===== src/rtl/my_reg_pipe_if.sv =====
// rtl/my_reg_pipe_if.sv - valid/ready input and output streams of the register pipeline
interface my_reg_pipe_if #(
  parameter int DATA_W = 8
);
  logic              in_valid_i;
  logic              in_ready_o;
  logic [DATA_W-1:0] in_data_i;
  logic              out_valid_o;
  logic              out_ready_i;
  logic [DATA_W-1:0] out_data_o;

  // The environment around the pipeline drives the upstream word and the downstream ready.
  modport master (
    output in_valid_i, in_data_i, out_ready_i,
    input  in_ready_o, out_valid_o, out_data_o
  );

  modport slave (
    input  in_valid_i, in_data_i, out_ready_i,
    output in_ready_o, out_valid_o, out_data_o
  );
endinterface


===== src/rtl/my_reg_pipe.sv =====
// rtl/my_reg_pipe.sv - DEPTH-stage valid/ready register pipeline with bubble collapse, enable, flush and occupancy count
module my_reg_pipe #(
  parameter int                 DATA_W  = 8,
  parameter int                 DEPTH   = 2,
  parameter logic [DATA_W-1:0]  RST_VAL = {DATA_W{1'b0}},
  localparam int                CNT_W   = $clog2(DEPTH + 1)
) (
  input  logic             clk_i,
  input  logic             rst_i,
  input  logic             en_i,
  input  logic             flush_i,
  my_reg_pipe_if.slave     bus,
  output logic [CNT_W-1:0] count_o
);

  logic [DEPTH-1:0]  valid_q;
  logic [DATA_W-1:0] data_q [DEPTH];

  logic [DEPTH-1:0]  rdy;
  logic [DEPTH-1:0]  src_valid;
  logic [DATA_W-1:0] src_data [DEPTH];
  logic              active;
  logic              in_xfer;
  logic              out_xfer;

  // The ready chain is walked with a running variable so the vector never feeds itself.
  always_comb begin
    logic r;
    r   = bus.out_ready_i;
    rdy = '0;
    for (int k = DEPTH - 1; k >= 0; k--) begin
      r      = !valid_q[k] || r;
      rdy[k] = r;
    end
  end

  always_comb begin
    src_valid    = '0;
    src_valid[0] = bus.in_valid_i;
    src_data[0]  = bus.in_data_i;
    for (int k = 1; k < DEPTH; k++) begin
      src_valid[k] = valid_q[k-1];
      src_data[k]  = data_q[k-1];
    end
  end

  assign active          = en_i && !flush_i;
  assign bus.in_ready_o  = active && rdy[0];
  assign bus.out_valid_o = active && valid_q[DEPTH-1];
  assign bus.out_data_o  = data_q[DEPTH-1];
  assign in_xfer         = bus.in_valid_i && bus.in_ready_o;
  assign out_xfer        = bus.out_valid_o && bus.out_ready_i;

  always_ff @(posedge clk_i) begin
    if (rst_i) begin
      valid_q <= '0;
      count_o <= '0;
      for (int k = 0; k < DEPTH; k++) data_q[k] <= RST_VAL;
    end else if (flush_i) begin
      valid_q <= '0;
      count_o <= '0;
    end else if (en_i) begin
      // A stage with rdy set either passes its word on or is empty, so it may take its source.
      for (int k = 0; k < DEPTH; k++) begin
        if (rdy[k]) begin
          valid_q[k] <= src_valid[k];
          if (src_valid[k]) data_q[k] <= src_data[k];
        end
      end
      count_o <= count_o + CNT_W'(in_xfer) - CNT_W'(out_xfer);
    end
  end

endmodule


===== src/flat_wrapper.sv =====
// flat-port wrapper written by rule: the top's interface ports become plain ports
module my_reg_pipe_flat 
#(
  parameter int                 DATA_W  = 8,
  parameter int                 DEPTH   = 2,
  parameter logic [DATA_W-1:0]  RST_VAL = {DATA_W{1'b0}},
  localparam int                CNT_W   = $clog2(DEPTH + 1)
)
  (clk_i, rst_i, en_i, flush_i, count_o, bus_in_valid_i, bus_in_data_i, bus_out_ready_i, bus_in_ready_o, bus_out_valid_o, bus_out_data_o);
  my_reg_pipe_if #(.DATA_W(DATA_W)) bus_i ();
  input  logic clk_i;
  input  logic rst_i;
  input  logic en_i;
  input  logic flush_i;
  output logic [CNT_W-1:0] count_o;
  input wire logic [$bits(bus_i.in_valid_i)-1:0] bus_in_valid_i;
  input wire logic [$bits(bus_i.in_data_i)-1:0] bus_in_data_i;
  input wire logic [$bits(bus_i.out_ready_i)-1:0] bus_out_ready_i;
  output wire logic [$bits(bus_i.in_ready_o)-1:0] bus_in_ready_o;
  output wire logic [$bits(bus_i.out_valid_o)-1:0] bus_out_valid_o;
  output wire logic [$bits(bus_i.out_data_o)-1:0] bus_out_data_o;
  assign bus_i.in_valid_i = bus_in_valid_i;
  assign bus_i.in_data_i = bus_in_data_i;
  assign bus_i.out_ready_i = bus_out_ready_i;
  assign bus_in_ready_o = bus_i.in_ready_o;
  assign bus_out_valid_o = bus_i.out_valid_o;
  assign bus_out_data_o = bus_i.out_data_o;
  my_reg_pipe #(.DATA_W(DATA_W), .DEPTH(DEPTH), .RST_VAL(RST_VAL)) u_core (.clk_i(clk_i), .rst_i(rst_i), .en_i(en_i), .flush_i(flush_i), .bus(bus_i), .count_o(count_o));
endmodule

===== config.mk =====
export PLATFORM = sky130hd
export DESIGN_NAME = my_reg_pipe_flat
export DESIGN_NICKNAME = d
export VERILOG_FILES = /design/src/rtl/my_reg_pipe_if.sv /design/src/rtl/my_reg_pipe.sv /design/src/flat_wrapper.sv
export SDC_FILE = /design/constraint.sdc
export NUM_CORES = 1
export LEC_CHECK = 0
export BUFFER_PORTS_ARGS = -buffer_cell sky130_fd_sc_hd__buf_2
export CAP_MARGIN = 20
export CORE_UTILIZATION = 25
export DETAILED_ROUTE_END_ITERATION = 8
export GPL_TIMING_DRIVEN = 0
export MAX_ROUTING_LAYER = met4
export SLEW_MARGIN = 20
export SYNTH_ARGS = -nofsm -noshare
export SYNTH_HDL_FRONTEND = slang
export SYNTH_SLANG_ARGS = --single-unit

===== constraint.sdc =====
create_clock -name clk_i -period 2.2 [get_ports clk_i]
set_input_delay 0.66 -clock clk_i [delete_from_list [all_inputs] [get_ports clk_i]]
set_output_delay 0.66 -clock clk_i [all_outputs]
set_load 0.1 [all_outputs]

==> reports/qor.yml <==
outcome:
  run_status: "complete, no violations"
critical_path:
  worstSetupEndpoint: "bus_out_valid_o"
  worstPathArrival_ns: 1.49
  timing.reg2reg.worst_path_depth: 7
  reg2reg_slack_ns: 0.58
  cp.required_ns: 1.54
  worst_setup_path_start_kind: "input port"
  cp_max_fo: 6
  critical_path.startpoint: "en_i"
  worst-setup-path-type: "input port to primary output"
  regToRegEndpoint: "u_core.count_o[1]$_SDFFE_PP0P_"
  worstReg2RegStart: "u_core.valid_q[1]$_SDFFE_PP0P_"
  type_of_destination_of_the_critical_path: "primary output"
clocking:
  postCtsSetupBuffers: 0
  tritoncts_clock_tree: "yes"
  clk_root_buffer_cell: "clkbuf_8"
  ctsLongestPathBuffers: 2
  tritoncts_num_sinks: 20
  cts_inserted_buffers: 3
  cts.clk_slew.worst_paths_ns: 0.07
  clkLatencyLatePin_ns: 0.25
  postCtsHoldBufs: 0
  htreeDepth: 1
die:
  top_level_port_count: 26
  floorplan.die.height_um: 63.4
  floorplan.initialDensity_pct: 27.2
  core.rowCount: 21
  core_area_mm2: 0.00347
  fp.dieArea_mm2: 0.00402
  chipWidth_um: 63.4
detailed_routing:
  detail_route.wl_per_cell_um: 8.92
  num_vias: 582
  final_antenna_net_count: 0
  detail_route.wirelength_mm: 1.34
  route.detailed.drc: 0
  drt_iter0_markers: 3
  vias_per_cell: 3.88
  dr.pass1.iters: 3
placement:
  routabilityCongestion: 0.788
  port_buffers: 25
  post-place-cells: 146
  dp_worst_setup_slack_ns: -0.112
  final_hpwl_dp_mm: 1.09
  postPlaceCellArea_mm2: 0.00114
timing:
  tightestPinTransition_ns: 0.489
  finalSetupTns_ns: 0
  fin_crit_ns: 2.15
  hold_viol: 0
  max_frequency_ghz: 0.466
  finalClockSkew_ns: 0.00251
  finalWorstSetupSlack_ns: 0.0520
  unrepaired_setup_endpoints_after_global_routing: "no"
  worst_slew_margin_rel_pct: 67.7
  setup_violation_total_in_the_final_timing_report: 0
  final_max_slew_viol_count: 0
  portion_of_the_clock_cycle_consumed_by_the_worst_path_in_the_final_layout_pct: 97.6
  final.hold.worst_slack_ns: 0.503
synthesis:
  post-synth-top-area-fraction_pct: 51.0
  postSynthNetCount: 91
  netlist_area_um2: 942
  synthesis.area_per_instance_um2: 12.6
  post_synth_most_frequent_cells: "and2_1, edfxtp_1, buf_4"
  synth_cells: 75
  synth_flop_cell: "edfxtp_1"
  ys_ff_latch: 20
  ys_warn_count: 0
  synth_most_common_cell: "and2_1"
  synthDominantAreaCellType: "edfxtp_1"
  synth-edff-count: 16
  synth.area.top_cells: "edfxtp_1, and2_1, dfxtp_1"
  postSynth.asyncResetShare_pct: 0
  synth_cell_type_count: 25
  synth_seq_area_share_pct: 59.5
job:
  max_cap_viol_count: 0
power:
  p_per_area_mw_per_mm2: 734
  cellLeakagePower_nw: 0.540
  ir_worst_vdd_mv: 0.252
global_routing:
  grt_pass1_vias: 596
  grtUsageMet1_pct: 9.32
  grt.overflow.total: 0
  busiest_layer: "met2"
  global_route.usage.met3_pct: 1.45
  pin_count_of_the_biggest_net_entering_global_routing: 13
  met2_global_route_usage_pct: 12.0
  grt_pass1_wl_mm: 2.44
  antenna_violations_before_repair: 0
  global_route.usage.total_pct: 8.28
cells_and_area:
  stdcell_area_mm2: 0.00123
  syn2layout_area_growth_pct: 30.3
  num_antenna_cells: 0
  finish.cell_count_without_fillers: 150
  final_nets: 121
  post_route_cells_drive_above_1_share_pct: 42.3
worst_hold_path:
  hold_path.startpoint: "u_core.count_o[1]$_SDFFE_PP0P_"
  hp-class: "register to register"
-- placed cells by master, fill, tap and decap left out, types with 2 or more instances in the layout --
cell type	Yosys	routed
nor2_1	3	3
inv_1	3	3
dfxtp_1	4	4
a21o_1	2	2
ha_1	2	2
buf_4	8	9
clkbuf_8	0	3
buf_6	1	2
nand2_1	2	2
edfxtp_1	16	16
buf_2	0	23
and2_1	18	17
nor3_1	2	2
-- layout make-up --
cell class | instances | area (µm²)
fill | 360 | 2240
multi-input combinational | 43 | 322
tap | 46 | 57.6
clock inverter | 1 | 30.0
timing repair buffer | 25 | 134
inverter | 3 | 11.3
clock buffer | 3 | 41.3
buffer | 9 | 71.3
sequential | 20 | 561
-- repair_timing --
item | in CTS | in global routing
gates resized for setup | 3 | 1
endpoints found under the hold margin | 0 | 0
endpoints found under the setup margin | 2 | 1
-- registers in the layout, indices dropped and copies added, names as in the netlist --
| signal | count |
|---|---|
| u_core.data_q | 16 |
| u_core.count_o | 2 |
| u_core.valid_q | 2 |
-- critical path: stages --
cell and delay, ns:
buf_2 0.16, inv_1 0.10, nor2_1 0.15, and2_2 0.19, buf_6 0.22
-- kinds of logic after synthesis --
logic type,after synthesis,synth area share [%]
AO/OA/AOI/OAI,9,8.77
XOR/XNOR,1,0.930
adder cells (fa/ha/maj),2,2.66
buffers and inverters,12,8.77
flip-flops,20,59.5
multiplexers,1,1.06
AND/OR/NAND/NOR,30,18.3
-- power by group --
group          leakage (nW)  internal [mW]  switching [mW]
Sequential            0.199          0.424         0.00450
Clock                0.0357          0.242           0.111
Combinational         0.306         0.0332          0.0854
-- metrics by stage --
stage	util [%]	total power, mW
after detailed placement	33.0	0.556
after floorplan	-	0.528
after global placement	33.0	0.554
after global routing	35.4	0.938
final	35.4	0.901
after CTS	35.3	0.911
-- how the worst min path moves through the flow --
stage | end | slack (ns) | depth (start not counted)
final | u_core.count_o[1]$_SDFFE_PP0P_ | 0.50 | 2
after global routing | u_core.data_q[0][12]$_SDFFCE_PN0P_ | 0.55 | 1
after CTS | u_core.count_o[1]$_SDFFE_PP0P_ | 0.51 | 2
after detailed placement | u_core.count_o[1]$_SDFFE_PP0P_ | 0.50 | 2
after global placement | u_core.count_o[1]$_SDFFE_PP0P_ | 0.49 | 2
after floorplan | u_core.data_q[0][12]$_SDFFCE_PN0P_ | 0.50 | 1
-- layer usage --
metal | part of all wire [%] | vias up | routed length [µm]
met5 | 0 | - | 0
met4 | 5.2 | 0 | 69
met3 | 4.9 | 6 | 65
met2 | 48 | 17 | 643
met1 | 42 | 251 | 559
li1 | - | 308 | -
(Power assumes the default switching activity.)
